[src/rtl/soc_mem_pkg.sv]
// Shared master-ID type and constants for the memory arbiter slice.
// Latency: n/a (types and helpers only).
// Backpressure: n/a.
package soc_mem_pkg;

  // One bit identifies which master issued a request.
  typedef logic mst_id_t;

  localparam mst_id_t MST_INSTR = 1'b0;
  localparam mst_id_t MST_DATA  = 1'b1;

  // The master that gets priority after `id` has been served.
  function automatic mst_id_t other_mst(input mst_id_t id);
    return ~id;
  endfunction

endpackage

[src/rtl/mem_arbiter_2to1_id_fifo.sv]
// In-order FIFO of issuer IDs, one entry per accepted-but-unanswered request.
// Latency: head is combinational from storage; push is visible on the next cycle.
// Backpressure: push is ignored when full unless a pop happens in the same cycle.
module id_fifo #(
  parameter int DEPTH = 2,
  parameter int WIDTH = 1
) (
  input  logic             clk,
  input  logic             rst_n,
  input  logic             push,
  input  logic [WIDTH-1:0] push_dat,
  input  logic             pop,
  output logic [WIDTH-1:0] head,
  output logic             full,
  output logic             empty
);

  localparam int PTR_W = (DEPTH > 1) ? $clog2(DEPTH) : 1;
  localparam int CNT_W = $clog2(DEPTH + 1);

  logic [WIDTH-1:0] mem [DEPTH];
  logic [PTR_W-1:0] wr_ptr;
  logic [PTR_W-1:0] rd_ptr;
  logic [CNT_W-1:0] count;
  logic             do_push;
  logic             do_pop;

  // Pointers wrap modulo DEPTH, which need not fill the pointer's binary range.
  function automatic logic [PTR_W-1:0] next_ptr(input logic [PTR_W-1:0] p);
    return (p == PTR_W'(DEPTH - 1)) ? '0 : p + PTR_W'(1);
  endfunction

  assign empty   = (count == '0);
  assign full    = (count == CNT_W'(DEPTH));
  assign do_pop  = pop & ~empty;
  // A pop in the same cycle frees the slot, so push-while-full is legal then.
  assign do_push = push & (~full | do_pop);
  assign head    = mem[rd_ptr];

  // Storage write; contents are don't-care until pushed, so no reset.
  always_ff @(posedge clk) begin
    if (do_push) begin
      mem[wr_ptr] <= push_dat;
    end
  end

  // Pointer and occupancy tracking; simultaneous push and pop leave count alone.
  always_ff @(posedge clk or negedge rst_n) begin
    if (!rst_n) begin
      wr_ptr <= '0;
      rd_ptr <= '0;
      count  <= '0;
    end else begin
      if (do_push) begin
        wr_ptr <= next_ptr(wr_ptr);
      end
      if (do_pop) begin
        rd_ptr <= next_ptr(rd_ptr);
      end
      unique case ({do_push, do_pop})
        2'b10:   count <= count + CNT_W'(1);
        2'b01:   count <= count - CNT_W'(1);
        default: count <= count;
      endcase
    end
  end

endmodule

[src/rtl/mem_arbiter_2to1.sv]
// Round-robin 2:1 arbiter (instr/data) in front of the single-port RAM; routes responses by issuer.
// Latency: request fields and gnt are combinational (0 cycles); rvalid tracks the RAM's latency.
// Backpressure: s_req_o drops while MAX_OUTSTANDING responses are pending, unless one returns this cycle.
module mem_arbiter_2to1 #(
  parameter int ADDR_WIDTH      = 8,
  parameter int DATA_WIDTH      = 32,
  parameter int MAX_OUTSTANDING = 2
) (
  input  logic                    clk,
  input  logic                    rst_n,

  input  logic                    m0_req_i,
  input  logic [ADDR_WIDTH-1:0]   m0_addr_i,
  input  logic                    m0_we_i,
  input  logic [DATA_WIDTH-1:0]   m0_wdata_i,
  input  logic [DATA_WIDTH/8-1:0] m0_be_i,
  output logic                    m0_gnt_o,
  output logic                    m0_rvalid_o,
  output logic [DATA_WIDTH-1:0]   m0_rdata_o,

  input  logic                    m1_req_i,
  input  logic [ADDR_WIDTH-1:0]   m1_addr_i,
  input  logic                    m1_we_i,
  input  logic [DATA_WIDTH-1:0]   m1_wdata_i,
  input  logic [DATA_WIDTH/8-1:0] m1_be_i,
  output logic                    m1_gnt_o,
  output logic                    m1_rvalid_o,
  output logic [DATA_WIDTH-1:0]   m1_rdata_o,

  output logic                    s_req_o,
  output logic [ADDR_WIDTH-1:0]   s_addr_o,
  output logic                    s_we_o,
  output logic [DATA_WIDTH-1:0]   s_wdata_o,
  output logic [DATA_WIDTH/8-1:0] s_be_o,
  input  logic                    s_gnt_i,
  input  logic                    s_rvalid_i,
  input  logic [DATA_WIDTH-1:0]   s_rdata_i
);

  import soc_mem_pkg::*;

  mst_id_t prio;        // master that wins a tie
  mst_id_t sel;         // master whose request is presented to the RAM
  mst_id_t head_id;     // issuer of the oldest outstanding request
  logic    any_req;
  logic    can_push;
  logic    accept;
  logic    pop;
  logic    fifo_full;
  logic    fifo_empty;

  // Winner selection: a lone requester wins, a tie goes to prio, idle presents master 0.
  always_comb begin
    sel = MST_INSTR;
    if (m0_req_i && m1_req_i) begin
      sel = prio;
    end else if (m1_req_i) begin
      sel = MST_DATA;
    end
  end

  // A returning response frees its ID slot in the same cycle, so full + rvalid can still issue.
  assign any_req  = m0_req_i | m1_req_i;
  assign can_push = ~fifo_full | s_rvalid_i;
  assign s_req_o  = rst_n & any_req & can_push;
  assign accept   = s_req_o & s_gnt_i;

  // gnt mirrors the RAM's same-cycle gnt, steered to the selected master only.
  assign m0_gnt_o = accept & (sel == MST_INSTR);
  assign m1_gnt_o = accept & (sel == MST_DATA);

  // Request field mux; purely combinational so the RAM sees no added latency.
  always_comb begin
    s_addr_o  = m0_addr_i;
    s_we_o    = m0_we_i;
    s_wdata_o = m0_wdata_i;
    s_be_o    = m0_be_i;
    if (sel == MST_DATA) begin
      s_addr_o  = m1_addr_i;
      s_we_o    = m1_we_i;
      s_wdata_o = m1_wdata_i;
      s_be_o    = m1_be_i;
    end
  end

  // Responses go to the issuer at the FIFO head; a response with nothing outstanding is dropped.
  assign pop         = rst_n & s_rvalid_i & ~fifo_empty;
  assign m0_rvalid_o = pop & (head_id == MST_INSTR);
  assign m1_rvalid_o = pop & (head_id == MST_DATA);
  assign m0_rdata_o  = s_rdata_i;
  assign m1_rdata_o  = s_rdata_i;

  // Round-robin pointer moves only when a request is actually accepted.
  always_ff @(posedge clk or negedge rst_n) begin
    if (!rst_n) begin
      prio <= MST_INSTR;
    end else if (accept) begin
      prio <= other_mst(sel);
    end
  end

  id_fifo #(
    .DEPTH (MAX_OUTSTANDING),
    .WIDTH (1)
  ) u_id_fifo (
    .clk      (clk),
    .rst_n    (rst_n),
    .push     (accept),
    .push_dat (sel),
    .pop      (pop),
    .head     (head_id),
    .full     (fifo_full),
    .empty    (fifo_empty)
  );

`ifndef SYNTHESIS
  // Protocol check: the RAM must never answer when no request is outstanding.
  always_ff @(posedge clk) begin
    if (rst_n && s_rvalid_i) begin
      assert (!fifo_empty)
        else $warning("mem_arbiter_2to1: rvalid with no outstanding request, response dropped");
    end
  end
`endif

endmodule

[config.mk]
export PLATFORM = sky130hd
export DESIGN_NAME = mem_arbiter_2to1
export DESIGN_NICKNAME = d
export VERILOG_FILES = /design/src/rtl/soc_mem_pkg.sv /design/src/rtl/mem_arbiter_2to1_id_fifo.sv /design/src/rtl/mem_arbiter_2to1.sv
export SDC_FILE = /design/constraint.sdc
export NUM_CORES = 1
export LEC_CHECK = 0
export CAP_MARGIN = 40
export CORE_AREA = 2 2 93 95
export CTS_BUF_LIST = sky130_fd_sc_hd__clkbuf_16
export CTS_CLUSTER_DIAMETER = 200
export CTS_CLUSTER_SIZE = 24
export DETAILED_ROUTE_END_ITERATION = 7
export DIE_AREA = 0 0 95 97
export PLACE_DENSITY = 0.76
export SKIP_LAST_GASP = 1
export SYNTH_ARGS = -nofsm -noshare
export SYNTH_HDL_FRONTEND = slang
export SYNTH_SLANG_ARGS = --single-unit
export TNS_END_PERCENT = 10
[constraint.sdc]
create_clock -name clk -period 1.7 [get_ports clk]
set_clock_uncertainty 0.05 [all_clocks]
set_input_delay 0.34 -clock clk [delete_from_list [all_inputs] [get_ports clk]]
set_output_delay 0.34 -clock clk [all_outputs]
set_load 0.05 [all_outputs]
; Word-level counts from Yosys, hierarchy flattened
; Memories as Yosys holds them, arrays and structs flattened.
; Index checks and enable logic that the tools add are counted.
[classes]
mux = 11
eq_ne = 3
addsub = 4
n_reduce_logical = 3
bitwise = 18
[ops]
columns = operator, n
row1 = $mux W32, 1
row2 = $and A1 B1 Y1, 11
row3 = $mux W8, 1
row4 = $mux W1, 7
row5 = $eq A2 B2 Y1 const B, 2
row6 = $mux W4, 1
row7 = $not A1 Y1, 4
row8 = $pmux W2 S2, 1
row9 = $or A1 B1 Y1, 3
row10 = $add A1 B1 Y1 const B, 2
row11 = $add A2 B1 Y2 const B, 1
row12 = $eq A2 B1 Y1 const B, 1
row13 = $logic_not A2 Y1, 1
row14 = $reduce_bool A2 Y1, 1
row15 = $sub A2 B1 Y2 const B, 1
row16 = $logic_and A1 B1 Y1, 1
[word_totals]
ff_bits = 5
ramBits = 2
memories = 1
[mem_list]
columns = memory, words, width, read_ports, rd_ports_with_merged_regs, write_ports, line
row1 = u_id_fifo.mem, 2, 1, 1, 0, 1, mem_arbiter_2to1_id_fifo.sv:21  ; logic [WIDTH-1:0] mem [DEPTH];

; Longest topological paths before layout
; Gate-level depths: netlist (run 1).
[logic_depth]
depth_word = 8
depth_mapped = 6
depth_no_buf = 6

; Modules after synthesis
; A second synthesis (run 1) with hierarchy kept.
[unflattened]
hier_cells = 155
hier_area_um2 = 1467.7
[by_module_without_submodules]
columns = mod, area_each_um2, instances, cells_each
row1 = mem_arbiter_2to1, 1173.6, 1, 128
row2 = id_fifo, 294.0, 1, 27

; Worst setup path before layout (run 1)
; No wires, ideal clock.
[synth_path]
path_kind = input to output
from = input port m0_req_i
to = output port m0_gnt_o
arrival_ps = 1431
path_slack_ps = -121
n_path_buf = 1
path_stages = 5
cell_sequence = inv_1 o21ai_2 inv_2 buf_2 nor2_1
[synth_rtl]
columns = item, line
row1 = "start, declared", mem_arbiter_2to1.sv:12  ; input logic m0_req_i,
row2 = $logic_and A1 B1 Y1, mem_arbiter_2to1.sv:55  ; if (m0_req_i && m1_req_i) begin
row3 = $mux W1, mem_arbiter_2to1.sv:55
row4 = net sel, mem_arbiter_2to1.sv:43  ; mst_id_t sel;
row5 = $not A1 Y1, mem_arbiter_2to1.sv:69  ; assign m0_gnt_o = accept & (sel == MST_INSTR);
row6 = $and A1 B1 Y1, mem_arbiter_2to1.sv:69
row7 = "end, declared", mem_arbiter_2to1.sv:17  ; output logic m0_gnt_o,
; The timed path passes the listed nets, and every way through them passes these cells.

; Worst setup path in the final report (run 1)
[layout_path]
from = register prio
to = output port s_wdata_o[30]
[layout_between]
elab_chain_cells = 2
[layout_rtl]
columns = item, line
row1 = "start, declared", mem_arbiter_2to1.sv:42  ; mst_id_t prio;
row2 = "start signal, assigned", mem_arbiter_2to1.sv:98  ; prio <= other_mst(sel);
row3 = $mux W1, mem_arbiter_2to1.sv:55
row4 = $mux W32, mem_arbiter_2to1.sv:78  ; if (sel == MST_DATA) begin
row5 = "end, declared", mem_arbiter_2to1.sv:33  ; output logic [DATA_WIDTH-1:0] s_wdata_o,
; Every way passes these cells.

==> flow_metrics.tcl, run 1 <==
set metrics [dict create \
    ys_top_cells_by_count "64 x buf_4, 30 x mux2_4, 16 x mux2_2, 5 x dfrtp_1, 5 x nor2_1" \
    cts.htree.levels 1 \
    fin_crit_sh 1.19 \
    netSwitchingFraction 0.391 \
    setup_viol 52 \
    grt_pass1_wl_um 8310 \
    synthXorXnorAreaFrac 0.0291 \
    design.core.area_um2 8130 \
    clock_latency_ps 230 \
    crit_path_end "s_wdata_o[30]" \
    dr.pass1.iters 4 \
    p_sw_w 0.00107 \
    cts_tree "done" \
    port_buffers 145 \
    reg2reg_to "u_id_fifo.count[1]$_DFFE_PN0P_" \
    worst_pin_slew_ps 326 \
    combPwrFrac 0.748 \
    area_growth_pct 119 \
    vias 1363 \
    rsz0062_at_grt "true" \
    maxCapViolCount 0 \
    synth_top_family_by_area "multiplexers" \
    hold_viol 0 \
    ys_ff_latch 7 \
    synthTopCellsByArea "buf_4 32%, mux2_4 30%, mux2_2 12%, dfrtp_1 8.3%, edfxtp_1 4.0%" \
    ys.flop_type "dfrtp_1" \
    max_slew_margin 0.782 \
    violations "setup timing" \
    wl_per_cell_um 16.6 \
    antenna_found_initial 0 \
    synthSimpleGateAreaFrac 0.0307 \
    synthArstFlopShare 0.714 \
    place_inst 336 \
    ant_nets 0 \
    io_pins 242 \
    peakVddDrop_mv 0.411 \
    avgViaCountPerCell 3.95 \
    numCtsBuffers 3 \
    clk_pin_slew_ps 30 \
    clock-sinks 7 \
    cp-startpoint "prio$_DFFE_PN0N_" \
    start_util 0.185 \
    ys_types 21 \
    ys_warn_count 0 \
    r2r_slack_ps 80 \
    wirelength_um 5740 \
    synthMuxAreaShare 0.425 \
    start_kind "flip-flop" \
    worstPathMaxFanout 14 \
    synth_top_area_frac 0.319 \
    synth_area_um2 1510 \
    clk_path_buf_depth 2 \
    die_h_um 97 \
    syn_inst 145 \
    ctsHoldBuffers 0 \
    critPathCaptureType "output pin" \
    intPower_w 0.00166 \
    placementRows 33 \
    slew_violations 0 \
    route.detailed.drc 0 \
    synth_edf_count 2 \
    finalCriticalPeriod_ps 2020 \
    gp_congestion 0.732 \
    dieArea_um2 9220 \
    cts_root_buf "clkbuf_16" \
    power_density_nw_per_um2 828 \
    die_w_um 95 \
    synth_area_per_cell_um2 10.4 \
    path_class "flip-flop to output pin" \
    seq_area_frac_synth 0.123 \
    worst_slack_ps -324 \
    hpwl_um 4670 \
    worstReg2RegStart "u_id_fifo.count[0]$_DFFE_PN0P_" \
    drt_iter0_drc 26 \
    synth_top_area_cell "buf_4" \
    grtUsageTotal 0.120 \
    grt_pass1_vias 1484 \
    final-instance-count-excl-fill 345 \
    antenna_cells 0 \
    status "finished with violations" \
    yosysMostFrequentCell "buf_4" \
    holdCritPathClass "flip-flop to flip-flop" \
    timing.fmax_mhz 494 \
    drive_gt1_frac 0.496 \
    p_clk_frac 0.143 \
    required_ps 1310 \
    synth.net_count 274 \
    synth_fa_ha_area_frac 0.00831 \
    seqPwrFrac 0.109 \
    grt_overflow 0 \
    rr_worst_depth 5 \
    grt_max_degree 15 \
    fin_tns_setup_ps -15000 \
    final_nets 370 \
    worstPathArrival_ps 1630 \
    leakagePower_nw 1.45 \
    synth_compound_area_frac 0.0241 \
]
how the worst min path moves through the flow:
stage | to | start | slack, ps | cells after the start
floorplan | prio$_DFFE_PN0N_ | rst_n | -6 | 0
global placement | u_id_fifo.wr_ptr$_DFFE_PN0P_ | u_id_fifo.wr_ptr$_DFFE_PN0P_ | 430 | 1
detailed placement | u_id_fifo.wr_ptr$_DFFE_PN0P_ | u_id_fifo.wr_ptr$_DFFE_PN0P_ | 430 | 1
CTS | u_id_fifo.rd_ptr$_DFFE_PN0P_ | rst_n | 440 | 2
global route | u_id_fifo.rd_ptr$_DFFE_PN0P_ | u_id_fifo.rd_ptr$_DFFE_PN0P_ | 450 | 1
finish | u_id_fifo.rd_ptr$_DFFE_PN0P_ | u_id_fifo.rd_ptr$_DFFE_PN0P_ | 440 | 1
sequential cells by signal (all words and copies together) (netlist names):
register,flops
u_id_fifo.count,2
u_id_fifo.wr_ptr,1
u_id_fifo.mem,2
prio,1
u_id_fifo.rd_ptr,1
power groups by stage:
stage / registers [W] / logic (W) / clock network [W]
2_1_floorplan: 0.000288 / 0.00143 / 0
3_3_place_gp: 0.000292 / 0.00190 / 0
3_5_place_dp: 0.000296 / 0.00192 / 0
4_1_cts: 0.000296 / 0.00210 / 0.000398
5_1_grt: 0.000305 / 0.00213 / 0.000405
6_report: 0.000297 / 0.00204 / 0.000389
placed cells by master (no fill, tap or decap), drive strengths merged, types with 2 or more instances in the layout:
cell type / n
nor2: 5
edfxtp: 2
buf: 65
xnor2: 4
clkbuf: 3
inv: 3
clkdlybuf4s50: 93
dfrtp: 5
o211a: 2
mux2: 46
area by class of cell:
| type | count | area [um2] |
|---|---|---|
| repair buffers | 160 | 2060 |
| fillers | 745 | 4840 |
| clock buffers | 3 | 75.1 |
| clock inverters | 1 | 3.75 |
| inverters | 3 | 16.3 |
| multi-input cells | 66 | 820 |
| well taps | 105 | 131 |
| flip-flops and latches | 7 | 185 |
repair_timing:
| item | in CTS | in global routing |
|---|---|---|
| pin swaps | 1 | 1 |
| gates resized for setup | 28 | 4 |
| setup buffers | 3 | 1 |
| setup endpoints to repair | 52 | 53 |
| cloned | 3 | 0 |
through the flow:
step                 util  hold slack, ps  total power (W)  instance area [um2]  setup WS, ps
finish              0.405             442          0.00273                 3290          -324
global route        0.405             455          0.00284                 3290          -366
CTS                 0.409             442          0.00279                 3330          -381
detailed placement  0.373             433          0.00221                 3040          -494
global placement    0.373             425          0.00219                 3040          -490
floorplan               -           -5.59          0.00171                 1510         -23.0
metal layers:
layer,routed length [um],track usage
met5,0,0
met4,53,0.0256
met3,959,0.0818
met1,2050,0.128
met2,2670,0.195
kinds of logic after synthesis:
| logic type | count (synthesis) |
|---|---|
| xor gates and xnor gates | 5 |
| DFF | 7 |
| and+or+nand+nor | 9 |
| buffers and inverters | 72 |
| AOI/OAI and AO/OA | 4 |
| muxes | 47 |
| adders and majority gates | 1 |
critical path, stage by stage (launching register included):
cell and delay (ps):
dfrtp_1 400, o21ai_4 180, clkinv_4 160, buf_16 190, mux2_4 320, buf_12 150
(Power assumes the default switching activity.)
==> inputs of run 2 (changes only) <==
--- a/config.mk
+++ b/config.mk
@@ -9,9 +9,10 @@
 export CORE_AREA = 2 2 93 95
 export CTS_BUF_LIST = sky130_fd_sc_hd__clkbuf_16
 export CTS_CLUSTER_DIAMETER = 200
-export CTS_CLUSTER_SIZE = 24
+export CTS_CLUSTER_SIZE = 10
 export DETAILED_ROUTE_END_ITERATION = 7
 export DIE_AREA = 0 0 95 97
+export GPL_TIMING_DRIVEN = 0
 export PLACE_DENSITY = 0.76
 export SKIP_LAST_GASP = 1
 export SYNTH_ARGS = -nofsm -noshare
==> run 2 against run 1 <==
The run still ends with setup timing left. Global-route usage grew 2.0 points. Worst setup slack gained 52 ps. Fmax is 2.6% higher. Critical path type unchanged. Critical endpoint is now s_addr_o[0]. Largest cell class unchanged.
==> flow_metrics.tcl, run 2 (synthesized netlist as in run 1, its figures left out) <==
set metrics [dict create \
    gr-usage-met3 0.0491 \
    fin_crit_sh 1.16 \
    port_buffers 209 \
    leakagePower_nw 1.82 \
    dr.pass1.iters 4 \
    utilization 0.484 \
    worstPathMaxFanout 10 \
    gp_congestion 0.754 \
    clock-sinks 7 \
    die_w_um 95 \
    rsz0062_at_grt "true" \
    cts_tree "done" \
    wl_per_cell_um 14.7 \
    clock_latency_ps 230 \
    io_pins 242 \
    path_common_cell "buf_12" \
    ant_nets 0 \
    critPathCaptureType "output pin" \
    path_class "flip-flop to output pin" \
    avgViaCountPerCell 3.82 \
    crit_chain "o21ai_2 > inv_2 > buf_12 > buf_12 > mux2_4 > buf_6" \
    drive_gt1_frac 0.500 \
    cp-startpoint "prio$_DFFE_PN0N_" \
    final_nets 494 \
    hold_viol 0 \
    numCtsBuffers 3 \
    power_density_nw_per_um2 741 \
    required_ps 1310 \
    worstReg2RegStart "u_id_fifo.count[0]$_DFFE_PN0P_" \
    antenna_cells 0 \
    worstPathArrival_ps 1580 \
    crit_family "buffers and inverters" \
    holdCritPathClass "flip-flop to flip-flop" \
    post_dp_cell_area_um2 3730 \
    post-place-ws_ps -1190 \
    status "finished with violations" \
    maxCapViolCount 0 \
    reg2reg_to "u_id_fifo.count[1]$_DFFE_PN0P_" \
    crit_path_max_incr_delay_ps 380 \
    worst_slack_ps -272 \
    area_growth_pct 161 \
    hpwl_um 6000 \
    start_kind "flip-flop" \
    crit_path_end "s_addr_o[0]" \
    worst_pin_slew_ps 526 \
    cp_num_buf_inv 4 \
    max_slew_margin 0.648 \
    vias 1790 \
    wirelength_um 6890 \
    design.core.area_um2 8130 \
    slew_violations 0 \
    grtUsageMet2 0.277 \
    violations "setup timing" \
    grt_pass1_vias 1834 \
    antenna_found_initial 0 \
    rr_worst_depth 6 \
    route.detailed.drc 0 \
    cts.htree.levels 1 \
    drt_iter0_drc 18 \
    timing.fmax_mhz 507 \
    grt_pass1_wl_um 9870 \
    gr-usage-met1 0.134 \
    placementRows 33 \
    path_depth 6 \
    start_util 0.185 \
    clk_path_buf_depth 2 \
    dieArea_um2 9220 \
    peakVddDrop_mv 0.377 \
    grtUsageTotal 0.140 \
    finalCriticalPeriod_ps 1970 \
    top_regs "u_id_fifo.count (2), u_id_fifo.mem (2)" \
    clk_pin_slew_ps 40 \
    setup_viol 50 \
    busiest_layer "met2" \
    r2r_slack_ps -50 \
    die_h_um 97 \
    final_common_cell "clkdlybuf4s50_1" \
    worst_path_max_delay_cell "dfrtp_1" \
    final_cell_mix "155 x clkdlybuf4s50_1, 69 x buf_4, 37 x buf_6" \
    grt_overflow 0 \
    grt_max_degree 12 \
    design_area_um2 3940 \
    cts_root_buf "clkbuf_16" \
]
run 2: repair_timing:
action / in CTS / in global routing
hold buffers: 0 / 1
gates resized for setup: 337 / 17
gates cloned: 1 / 0
setup endpoints to repair: 52 / 52
pin swaps: 1 / 3
buffers inserted: 3 / 1
hold endpoints to repair: 0 / 5
run 2: area by class of cell:
class	count	area [um2]
inverters	3	11.3
clock inverters	1	3.75
multi-input cells	66	801
fillers	777	4200
clock buffers	3	75.1
well taps	105	131
repair buffers	215	2160
plain buffers	69	568
flip-flops and latches	7	186
run 2: how the worst min path moves through the flow:
stage / from / end / slack (ps) / cells after the start
after CTS: rst_n / u_id_fifo.rd_ptr$_DFFE_PN0P_ / 80 / 1
after floorplan: rst_n / prio$_DFFE_PN0N_ / -6 / 0
after detailed placement: u_id_fifo.wr_ptr$_DFFE_PN0P_ / u_id_fifo.wr_ptr$_DFFE_PN0P_ / 430 / 1
after global placement: u_id_fifo.count[1]$_DFFE_PN0P_ / u_id_fifo.count[1]$_DFFE_PN0P_ / 430 / 1
final: u_id_fifo.count[1]$_DFFE_PN0P_ / u_id_fifo.count[1]$_DFFE_PN0P_ / 440 / 1
after global routing: u_id_fifo.count[1]$_DFFE_PN0P_ / u_id_fifo.count[1]$_DFFE_PN0P_ / 470 / 1
run 2: metal layers:
metal | up-vias | part of all wire
li1 | 866 | -
met1 | 825 | 0.33
met2 | 93 | 0.56
met3 | 6 | 0.10
met4 | 0 | 0.012
met5 | - | 0
run 2: power by group:
| group | switching, W | internal, W | leakage, nW | total, W |
|---|---|---|---|---|
| clock | 0.0000866 | 0.000306 | 0.0423 | 0.000392 |
| combinational | 0.00119 | 0.00104 | 1.70 | 0.00222 |
| sequential | 0.0000559 | 0.000245 | 0.0754 | 0.000300 |
run 2: stage by stage:
step	TNS [ps]	std cells	total power (W)	hold slack, ps
global placement	-55660	459	0.00239	427
CTS	-14360	467	0.00292	75.7
global route	-14490	469	0.00305	470
detailed placement	-57220	459	0.00241	432
floorplan	-23.0	145	0.00171	-5.59
finish	-11590	469	0.00292	441
run 2: worst reg2reg max path, delay by kind of cell (launching register included):
family | cells | cell delay [ps]
flip-flops | 1 | 420
XOR/XNOR | 1 | 160
adder cells (fa/ha/maj) | 1 | 240
buffers and inverters | 1 | 140
AND/OR/NAND/NOR | 3 | 660
